**config.mk**
```make
export PLATFORM = sky130hd
export DESIGN_NAME = storage_port_arbiter
export DESIGN_NICKNAME = d
export VERILOG_FILES = /design/src/rtl/storage_pkg.sv /design/src/rtl/rr_picker.sv /design/src/rtl/storage_port_arbiter.sv
export SDC_FILE = /design/constraint.sdc
export NUM_CORES = 1
export LEC_CHECK = 0
export CAP_MARGIN = 20
export CORE_UTILIZATION = 39
export CTS_BUF_LIST = sky130_fd_sc_hd__clkbuf_8
export DETAILED_ROUTE_END_ITERATION = 8
export PLACE_DENSITY = 0.95
export SYNTH_ARGS = -nofsm -noshare
export SYNTH_HDL_FRONTEND = slang
export SYNTH_SLANG_ARGS = --single-unit
```
**constraint.sdc**
```tcl
create_clock -name clk -period 9.23 [get_ports clk]
set_clock_uncertainty 0.15 [all_clocks]
set_input_delay 1.846 -clock clk [delete_from_list [all_inputs] [get_ports clk]]
set_output_delay 1.846 -clock clk [all_outputs]
set_load 0.02 [all_outputs]
```
**src/rtl/storage_pkg.sv**
```systemverilog
// Shared constants and tag type for the storage port arbiter.
// Default build is round-robin; defining ARB_FIXED_PRIO_EN selects fixed lowest-index priority.
package storage_pkg;

    localparam int unsigned ADDR_W_DEF      = 9;
    localparam int unsigned DATA_W_DEF      = 32;
    localparam int unsigned NUM_CLIENTS_DEF = 3;

    localparam int unsigned CLI_INPUT   = 0;
    localparam int unsigned CLI_DISPLAY = 1;
    localparam int unsigned CLI_CALC    = 2;

    // Tag index is sized for up to 16 clients regardless of the instance count.
    localparam int unsigned TAG_IDX_W = 4;

    typedef struct packed {
        logic                 valid;
        logic [TAG_IDX_W-1:0] idx;
    } tag_t;

    function automatic int unsigned idx_w(input int unsigned n);
        return (n > 1) ? $clog2(n) : 1;
    endfunction

endpackage

```
**src/rtl/rr_picker.sv**
```systemverilog
// Rotate-and-find-first: first set request at or above the pointer, wrapping around.
module rr_picker #(
    parameter int unsigned N     = 3,
    parameter int unsigned IDX_W = 2
) (
    input  logic [N-1:0]     i_req,
    input  logic [IDX_W-1:0] i_ptr,
    output logic [N-1:0]     o_gnt,
    output logic [IDX_W-1:0] o_idx,
    output logic             o_any
);

    int unsigned j;

    always_comb begin
        o_gnt = '0;
        o_idx = '0;
        o_any = 1'b0;
        j     = 0;
        for (int unsigned i = 0; i < N; i++) begin
            j = 32'(i_ptr) + i;
            if (j >= N) j = j - N;
            if (!o_any && i_req[IDX_W'(j)]) begin
                o_any              = 1'b1;
                o_gnt[IDX_W'(j)]   = 1'b1;
                o_idx              = IDX_W'(j);
            end
        end
    end

endmodule

```
**src/rtl/storage_port_arbiter.sv**
```systemverilog
// Arbitrates client request ports onto one synchronous-read storage port with burst lock
// and tagged read return. ARB_FIXED_PRIO_EN replaces round-robin with lowest-index priority.
module storage_port_arbiter
    import storage_pkg::*;
#(
    parameter int unsigned NUM_CLIENTS = NUM_CLIENTS_DEF,
    parameter int unsigned ADDR_W      = ADDR_W_DEF,
    parameter int unsigned DATA_W      = DATA_W_DEF,
    parameter int unsigned RD_LAT      = 1,
    localparam int unsigned IDX_W      = idx_w(NUM_CLIENTS)
) (
    input  logic                          clk,
    input  logic                          rst_n,
    input  logic [NUM_CLIENTS-1:0]        i_client_en,
    input  logic [NUM_CLIENTS-1:0]        i_req,
    input  logic [NUM_CLIENTS-1:0]        i_we,
    input  logic [NUM_CLIENTS-1:0]        i_lock,
    input  logic [NUM_CLIENTS*ADDR_W-1:0] i_addr,
    input  logic [NUM_CLIENTS*DATA_W-1:0] i_wdata,
    output logic [NUM_CLIENTS-1:0]        o_gnt,
    output logic [NUM_CLIENTS-1:0]        o_rvalid,
    output logic [DATA_W-1:0]             o_rdata,
    output logic [IDX_W-1:0]              o_owner,
    output logic                          o_busy,
    output logic                          mem_we,
    output logic [ADDR_W-1:0]             mem_addr,
    output logic [DATA_W-1:0]             mem_wdata,
    input  logic [DATA_W-1:0]             mem_rdata
);

    localparam int unsigned DEPTH = RD_LAT + 1;

    logic [NUM_CLIENTS-1:0] elig_c, pick_gnt, gnt_c;
    logic [IDX_W-1:0]       pick_idx, win_idx, ptr;
    logic                   pick_any, lock_win, win_any;

    logic [IDX_W-1:0]  owner_q, owner_d;
    logic              lock_q, lock_d;
    logic              mem_we_q, mem_we_d;
    logic [ADDR_W-1:0] mem_addr_q, mem_addr_d;
    logic [DATA_W-1:0] mem_wdata_q, mem_wdata_d;
    tag_t              tag_q [DEPTH];
    tag_t              tag_d [DEPTH];

    function automatic logic [IDX_W-1:0] next_idx(input logic [IDX_W-1:0] k);
        return (32'(k) == NUM_CLIENTS - 1) ? '0 : k + IDX_W'(1);
    endfunction

    assign elig_c = i_req & i_client_en;

`ifdef ARB_FIXED_PRIO_EN
    assign ptr = '0;
`else
    logic [IDX_W-1:0] rr_q, rr_d;

    // Fairness pointer: advances on unlocked grants and on lock release.
    always_comb begin
        rr_d = rr_q;
        if (lock_q && !lock_win) rr_d = next_idx(owner_q);
        if (win_any && !i_lock[win_idx]) rr_d = next_idx(win_idx);
    end

    always_ff @(posedge clk or negedge rst_n) begin
        if (!rst_n) rr_q <= '0;
        else        rr_q <= rr_d;
    end

    assign ptr = rr_q;
`endif

    rr_picker #(
        .N     (NUM_CLIENTS),
        .IDX_W (IDX_W)
    ) u_picker (
        .i_req (elig_c),
        .i_ptr (ptr),
        .o_gnt (pick_gnt),
        .o_idx (pick_idx),
        .o_any (pick_any)
    );

    // A held lock overrides the picker while the owner keeps requesting with lock.
    always_comb begin
        lock_win = lock_q && elig_c[owner_q] && i_lock[owner_q];
        gnt_c    = pick_gnt;
        win_idx  = pick_idx;
        win_any  = pick_any;
        if (lock_win) begin
            gnt_c   = NUM_CLIENTS'(1) << owner_q;
            win_idx = owner_q;
            win_any = 1'b1;
        end
    end

    always_comb begin
        owner_d     = owner_q;
        lock_d      = lock_q;
        mem_we_d    = 1'b0;
        mem_addr_d  = mem_addr_q;
        mem_wdata_d = mem_wdata_q;
        tag_d[0]    = '0;
        for (int unsigned i = 1; i < DEPTH; i++) tag_d[i] = tag_q[i-1];
        if (lock_q && !lock_win) lock_d = 1'b0;
        if (win_any) begin
            owner_d         = win_idx;
            lock_d          = i_lock[win_idx];
            mem_we_d        = i_we[win_idx];
            mem_addr_d      = i_addr[32'(win_idx)*ADDR_W +: ADDR_W];
            mem_wdata_d     = i_wdata[32'(win_idx)*DATA_W +: DATA_W];
            tag_d[0].valid  = !i_we[win_idx];
            tag_d[0].idx    = TAG_IDX_W'(win_idx);
        end
    end

    always_ff @(posedge clk or negedge rst_n) begin
        if (!rst_n) begin
            owner_q     <= '0;
            lock_q      <= 1'b0;
            mem_we_q    <= 1'b0;
            mem_addr_q  <= '0;
            mem_wdata_q <= '0;
            for (int unsigned i = 0; i < DEPTH; i++) tag_q[i] <= '0;
        end else begin
            owner_q     <= owner_d;
            lock_q      <= lock_d;
            mem_we_q    <= mem_we_d;
            mem_addr_q  <= mem_addr_d;
            mem_wdata_q <= mem_wdata_d;
            for (int unsigned i = 0; i < DEPTH; i++) tag_q[i] <= tag_d[i];
        end
    end

    // Tag at the end of the pipeline lines up with mem_rdata for that read.
    always_comb begin
        o_rvalid = '0;
        o_busy   = 1'b0;
        for (int unsigned i = 0; i < NUM_CLIENTS; i++)
            o_rvalid[i] = tag_q[RD_LAT].valid && (32'(tag_q[RD_LAT].idx) == i);
        for (int unsigned i = 0; i < DEPTH; i++)
            o_busy = o_busy | tag_q[i].valid;
    end

    assign o_gnt     = gnt_c;
    assign o_rdata   = mem_rdata;
    assign o_owner   = owner_q;
    assign mem_we    = mem_we_q;
    assign mem_addr  = mem_addr_q;
    assign mem_wdata = mem_wdata_q;

endmodule
```
==> report_table.html <==
<table>
<tr><th>Metric</th><th>Value</th></tr>
<tr><th colspan="2">Outcome</th></tr>
<tr><td>Run status</td><td>finished, final reports clean</td></tr>
<tr><th colspan="2">Floorplanning</th></tr>
<tr><td>Placeable Area</td><td>0.00872 sq mm</td></tr>
<tr><td>Die width</td><td>96.9 um</td></tr>
<tr><td>Die Y-Extent</td><td>96.9 um</td></tr>
<tr><td>Initial cell density of the core</td><td>0.402</td></tr>
<tr><td>Site Rows</td><td>34</td></tr>
<tr><td>I/O pin count</td><td>252</td></tr>
<tr><td>DIE AREA</td><td>0.00938 sq mm</td></tr>
<tr><th colspan="2">Pwr</th></tr>
<tr><td>Overall power consumption</td><td>1660 uW</td></tr>
<tr><td>Reported net switching power</td><td>767 uW</td></tr>
<tr><td>Sequential fraction of design power</td><td>0.252</td></tr>
<tr><td>Max rail drop VDD</td><td>0.143 mV</td></tr>
<tr><td>Combinational power share</td><td>0.653</td></tr>
<tr><td>Switching share of total power</td><td>0.462</td></tr>
<tr><td>Internal cell power</td><td>892 uW</td></tr>
<tr><td>Clock network fraction of design power</td><td>0.095</td></tr>
<tr><td>Leakage</td><td>0.00224 uW</td></tr>
<tr><td>Power per cell area</td><td>314 mW/mm^2</td></tr>
<tr><th colspan="2">Finish</th></tr>
<tr><td>Final instance area</td><td>0.00528 sq mm</td></tr>
<tr><td>Final Net Count</td><td>686</td></tr>
<tr><td>Antenna diodes</td><td>0</td></tr>
<tr><td>Fill cell total of the finished layout</td><td>711</td></tr>
<tr><td>Top library cells by usage in the layout, fill and taps aside</td><td>186 x clkdlybuf4s50_1, 53 x dfrtp_1, 49 x nor2_1, 45 x nor3_1, 43 x mux2i_1</td></tr>
<tr><td>Area grow syn2layout</td><td>50.4%</td></tr>
<tr><td>Commonest non-fill, non-tap cell in the layout</td><td>clkdlybuf4s50_1</td></tr>
<tr><td>Share of post-route cells with drive strength above 1</td><td>0.0428</td></tr>
<tr><th colspan="2">Synthesis</th></tr>
<tr><td>Average cell area after synthesis</td><td>9.31 sq um</td></tr>
<tr><td>Flip-flop and latch count after synthesis</td><td>53</td></tr>
<tr><td>Main flop type after synthesis</td><td>dfrtp_1</td></tr>
<tr><td>EDFF count, synth</td><td>0</td></tr>
<tr><td>Sequential element share of the synthesized area</td><td>0.378</td></tr>
<tr><td>Async SR Flop Fraction</td><td>1.00</td></tr>
<tr><td>Gate Count Post-Synth</td><td>377</td></tr>
<tr><td>Synth Cell Area</td><td>0.00351 sq mm</td></tr>
<tr><td>Warnings from Yosys</td><td>0</td></tr>
<tr><td>Count of unique library cells instantiated by Yosys</td><td>47</td></tr>
<tr><td>Total nets after synthesis</td><td>550</td></tr>
<tr><th colspan="2">GRT</th></tr>
<tr><td>Antenna violations before repair</td><td>0</td></tr>
<tr><td>First-pass GRT wire length</td><td>17,500 um</td></tr>
<tr><td>Via count of the first global-routing pass</td><td>3,408</td></tr>
<tr><td>GRT Util Overall</td><td>0.233</td></tr>
<tr><td>Global route total overflow</td><td>0</td></tr>
<tr><td>Pin count of the biggest net entering global routing</td><td>54</td></tr>
<tr><th colspan="2">Clock tree</th></tr>
<tr><td>CTS Hold Bufs</td><td>0</td></tr>
<tr><td>Skew-Pair Late Insertion Delay</td><td>300 ps</td></tr>
<tr><td>Total clock sinks</td><td>53</td></tr>
<tr><td>Total clock buffers created by CTS</td><td>5</td></tr>
<tr><td>Number of buffers inserted to repair setup after CTS</td><td>0</td></tr>
<tr><td>Maximum level of the CTS H-tree</td><td>2</td></tr>
<tr><td>Clock Tree Root</td><td>clkbuf_8</td></tr>
<tr><td>Number of cells upsized or downsized after cts</td><td>0</td></tr>
<tr><td>Clock Pin Slew Worst Setup and Hold Paths</td><td>90 ps</td></tr>
<tr><td>Number of buffers on the longest clock path</td><td>2</td></tr>
<tr><td>Clock tree from TritonCTS</td><td>built</td></tr>
<tr><th colspan="2">Flow run</th></tr>
<tr><td>Max-Cap Viols</td><td>0</td></tr>
<tr><th colspan="2">Worst setup path</th></tr>
<tr><td>Maximum fanout encountered on the critical timing path</td><td>6</td></tr>
<tr><td>Data arrival time of the worst path</td><td>4440 ps</td></tr>
<tr><td>Category of the worst setup path launch point</td><td>input pin</td></tr>
<tr><td>Crit path required time</td><td>7230 ps</td></tr>
<tr><td>Critical path type</td><td>input pin to output pin</td></tr>
<tr><td>Kind of capture point of the worst setup path</td><td>output pin</td></tr>
<tr><th colspan="2">Route</th></tr>
<tr><td>DRC errors left</td><td>0</td></tr>
<tr><td>Post-detailed-route wirelength per cell</td><td>18.3 um</td></tr>
<tr><td>Vias per Instance</td><td>5.63</td></tr>
<tr><td>Iteration-0 DRC Markers</td><td>132</td></tr>
<tr><td>Wirelength, routed</td><td>11,400 um</td></tr>
<tr><td>Antenna viol nets, final</td><td>0</td></tr>
<tr><td>Drt pass-1 iters</td><td>5</td></tr>
<tr><td>Vias</td><td>3,500</td></tr>
<tr><th colspan="2">Place</th></tr>
<tr><td>Number of port buffers</td><td>187</td></tr>
<tr><td>Post-place setup slack</td><td>2860 ps</td></tr>
<tr><td>Placed instance area</td><td>0.00517 sq mm</td></tr>
<tr><td>Sum of net half-perimeters after detailed placement</td><td>8620 um</td></tr>
<tr><td>Weighted congestion at the end of routability-driven global placement</td><td>0.949</td></tr>
<tr><th colspan="2">Timing</th></tr>
<tr><td>Max Transition Viols Final</td><td>0</td></tr>
<tr><td>Least setup slack across all paths after layout</td><td>2790 ps</td></tr>
<tr><td>Fmax</td><td>155 MHz</td></tr>
<tr><td>Relative slew slack</td><td>0.297</td></tr>
<tr><td>Total negative slack for setup checks</td><td>0 ps</td></tr>
<tr><td>Post-route clock period utilization</td><td>0.697</td></tr>
<tr><td>Transition time at the pin with the least slew margin</td><td>1060 ps</td></tr>
<tr><td>Min Tclk post-route</td><td>6440 ps</td></tr>
<tr><td>RSZ-0062 raised after global routing</td><td>no</td></tr>
<tr><td>Final hold vios</td><td>0</td></tr>
<tr><td>Setup-failing EPs final</td><td>0</td></tr>
<tr><th colspan="2">Hold path</th></tr>
<tr><td>Hold Path Class</td><td>flop to flop</td></tr>
</table>
## worst max-delay path, cell delays in order
cell and delay (ps):
clkdlybuf4s50_1 520, nand2_1 140, o31ai_1 760, nor3_1 170
a222oi_1 320, a21oi_1 140, clkdlybuf4s50_1 560
## power by group through the flow
stage               Clock [uW]  Combinational [uW]  Sequential, uW
floorplan                    0                 587             529
CTS                        162                1090             417
global placement             0                1050             414
global route               171                1160             431
finish                     158                1080             417
detailed placement           0                1090             422
## metrics by stage
stage	hold slack, ps	util	cells
floorplan	181	-	377
global placement	184	0.591	613
detailed placement	185	0.593	614
CTS	205	0.605	622
global route	212	0.605	622
finish	203	0.605	622
## worst paths after layout
kind,slack (ps),startpoint,to,cells after the start
setup / recovery,2790,i_req[0],o_gnt[0],7
hold / removal,200,tag_d[0],tag_q[0],0
setup reg to reg,5310,ptr[0],mem_addr[0],8
hold reg to reg,200,tag_d[0],tag_q[0],0
max in group asynchronous,6980,rst_n,ptr[0],2
min in group asynchronous,1500,rst_n,mem_wdata[26],2
## flip-flops by register name, summed over array words and instances, names as in the netlist
signal and count:
lock_q 1, mem_we 1, mem_wdata 32, o_owner 2, tag_d 3, ptr 2, tag_q 3, mem_addr 9
## kinds of logic (layout without fill, tap and decap cells)
family / count (synthesis) / count (layout) / synth area share
buf+inv: 67 / 204 / 0.121
mux: 45 / 45 / 0.129
simple gates: 137 / 137 / 0.203
fa+ha+maj: 4 / 4 / 0.0143
compound gates: 71 / 71 / 0.155
flops: 53 / 53 / 0.378
## synthesized netlist by cell type (4+ instances only)
cell,number,area (sq um)
and2_1,5,31.3
buf_2,9,45.0
nand3_1,4,20.0
mux2i_1,43,430
nor3_1,45,225
ha_1,4,50.1
clkbuf_1,9,33.8
nor2_1,50,188
inv_1,6,22.5
buf_4,43,323
nand4b_1,4,35.0
nand4_1,6,37.5
dfrtp_1,53,1330
nand2_1,5,18.8
a211oi_1,42,315
a21oi_1,6,30.0
## per-layer routing
metal  share of wire  up-vias  GRT usage
met5               0        -          0
met4           0.017        0     0.0528
met3           0.092       30     0.0708
met2            0.51      201      0.425
met1            0.38     1643      0.264
li1                -     1626          -
## cell type report
cell class / count / area [sq um] / area share
clock inverter: 3 / 42.5 / 0.00806
tap: 108 / 135 / 0.0256
multi-input combinational: 257 / 1790 / 0.338
sequential: 53 / 1330 / 0.251
timing repair buffer: 190 / 1900 / 0.359
inverter: 6 / 22.5 / 0.00427
clock buffer: 5 / 68.8 / 0.0130
Power figures use the tool's default switching activity.
==> variant (config.mk and constraints unchanged) <==
Add a define of `ARB_FIXED_PRIO_EN`.
--- a/src/rtl/storage_port_arbiter.sv
+++ b/src/rtl/storage_port_arbiter.sv
@@ -1,4 +1,6 @@
 // Arbitrates client request ports onto one synchronous-read storage port with burst lock
 // and tagged read return. ARB_FIXED_PRIO_EN replaces round-robin with lowest-index priority.
+`define ARB_FIXED_PRIO_EN
+
 module storage_port_arbiter
     import storage_pkg::*;
Behaviour: not the same (a bounded check fails within 4 cycles, from zero or initial values and one cycle with rst_n low).
==> variant against the unedited design <==
- wire length fell by 19%
- sequential cell count fell by 2
- critical path type unchanged
- cell area fell by 9.5%
- non-clock buffer count rose by 1
- maximum frequency rose by 6.6%
- largest cell class unchanged
- area after synthesis fell by 15%
- count of clock-buffer cells in the layout did not move
- setup slack improved by 400 ps
- die area fell by 15%
Power is not compared: it rests on default switching activity, and its combinational part moved more than twofold at a synthesized area within 25%.
==> variant: results <==
[placed_design]
placed_cells = 543
place_hpwl_mm = 6.93
gp_congestion = 0.871
place_area_sq_mm = 0.00466
place_ws_ps = 3190

[worst_setup_path]
worstSetupEndpoint = o_gnt[2]
cp_slowest_cell = clkdlybuf4s50_1
crit_path_max_incr_delay_ps = 560
r2r-start = o_owner[1]
r2r_setup_slack_ps = 6290
r2r-end = mem_wdata[9]
crit_path_start = i_req[1]
reg2reg_depth = 7
cp_top_family = buffers and inverters
critPathArrivalTime_ps = 4040

[global_route]
grt_start_max_net_pins = 46
grt_use_met3 = 0.0711
track_usage = 0.226
use_met1 = 0.245
grt_pass1_wl_mm = 13.6
use_met2 = 0.421

[layout]
final.fill_count = 560
nets = 621
layout-drive-gt1-share = 0.0552
fin_cells = 552

[timing]
period_needed_ps = 6040
slew_headroom = 0.362

[synthesis]
avgSynthCellArea_sq_um = 9.69
yosysSeqAreaShare = 0.429
synth_nets = 476
synth.top_cells.by_area = dfrtp_1 43%, mux2i_1 14%, o211ai_1 10%
synth_commonest_cells = 51 x dfrtp_1, 51 x nand2_1, 42 x mux2i_1, 42 x nand3_1, 41 x o211ai_1

[clock_tree]
htreeDepth = 2
post_cts.repair.setup_buffers = 0

[power]
power_mw = 0.710
ir_worst_vdd_mv = 0.0720
p_leak_nw = 2.08

[routing]
wl_met2_mm = 4.87
drt-initial-drc-count = 75
dr.pass1.iters = 4
route.met3.wl_microns = 899
wl_per_cell_microns = 16.8
wl_met1_mm = 3.36

[status]
status = completed

[hold_path]
hold_end = tag_q[0]
==> variant: changes by cell type after synthesis, sizes merged, moves of 3 or more <==
cell / change
nor2: -48
nand2: +46
nor3: -44
a211oi: -42
o211ai: +39
nand3: +38
buf: -7
nand4: -6
and2: -5
a31oi: -4
and4b: -4
ha: -4
a21oi: -3
nand4b: -3
==> variant: cell type report <==
cell class | count | area share
Clock buffer | 5 | 0.0144
Tap cell | 99 | 0.0259
Timing Repair Buffer | 191 | 0.404
Sequential cell | 51 | 0.267
Inverter | 5 | 0.00445
Clock inverter | 3 | 0.00419
Multi-Input combinational cell | 198 | 0.280
==> variant: logic make-up (layout without fill, tap and decap cells) <==
| kind of cell | Yosys count | in the layout | synth area share |
|---|---|---|---|
| DFF | 51 | 51 | 0.429 |
| AOI/OAI and AO/OA | 51 | 51 | 0.130 |
| muxes | 44 | 44 | 0.151 |
| buffers and inverters | 58 | 204 | 0.133 |
| and+or+nand+nor | 103 | 103 | 0.158 |
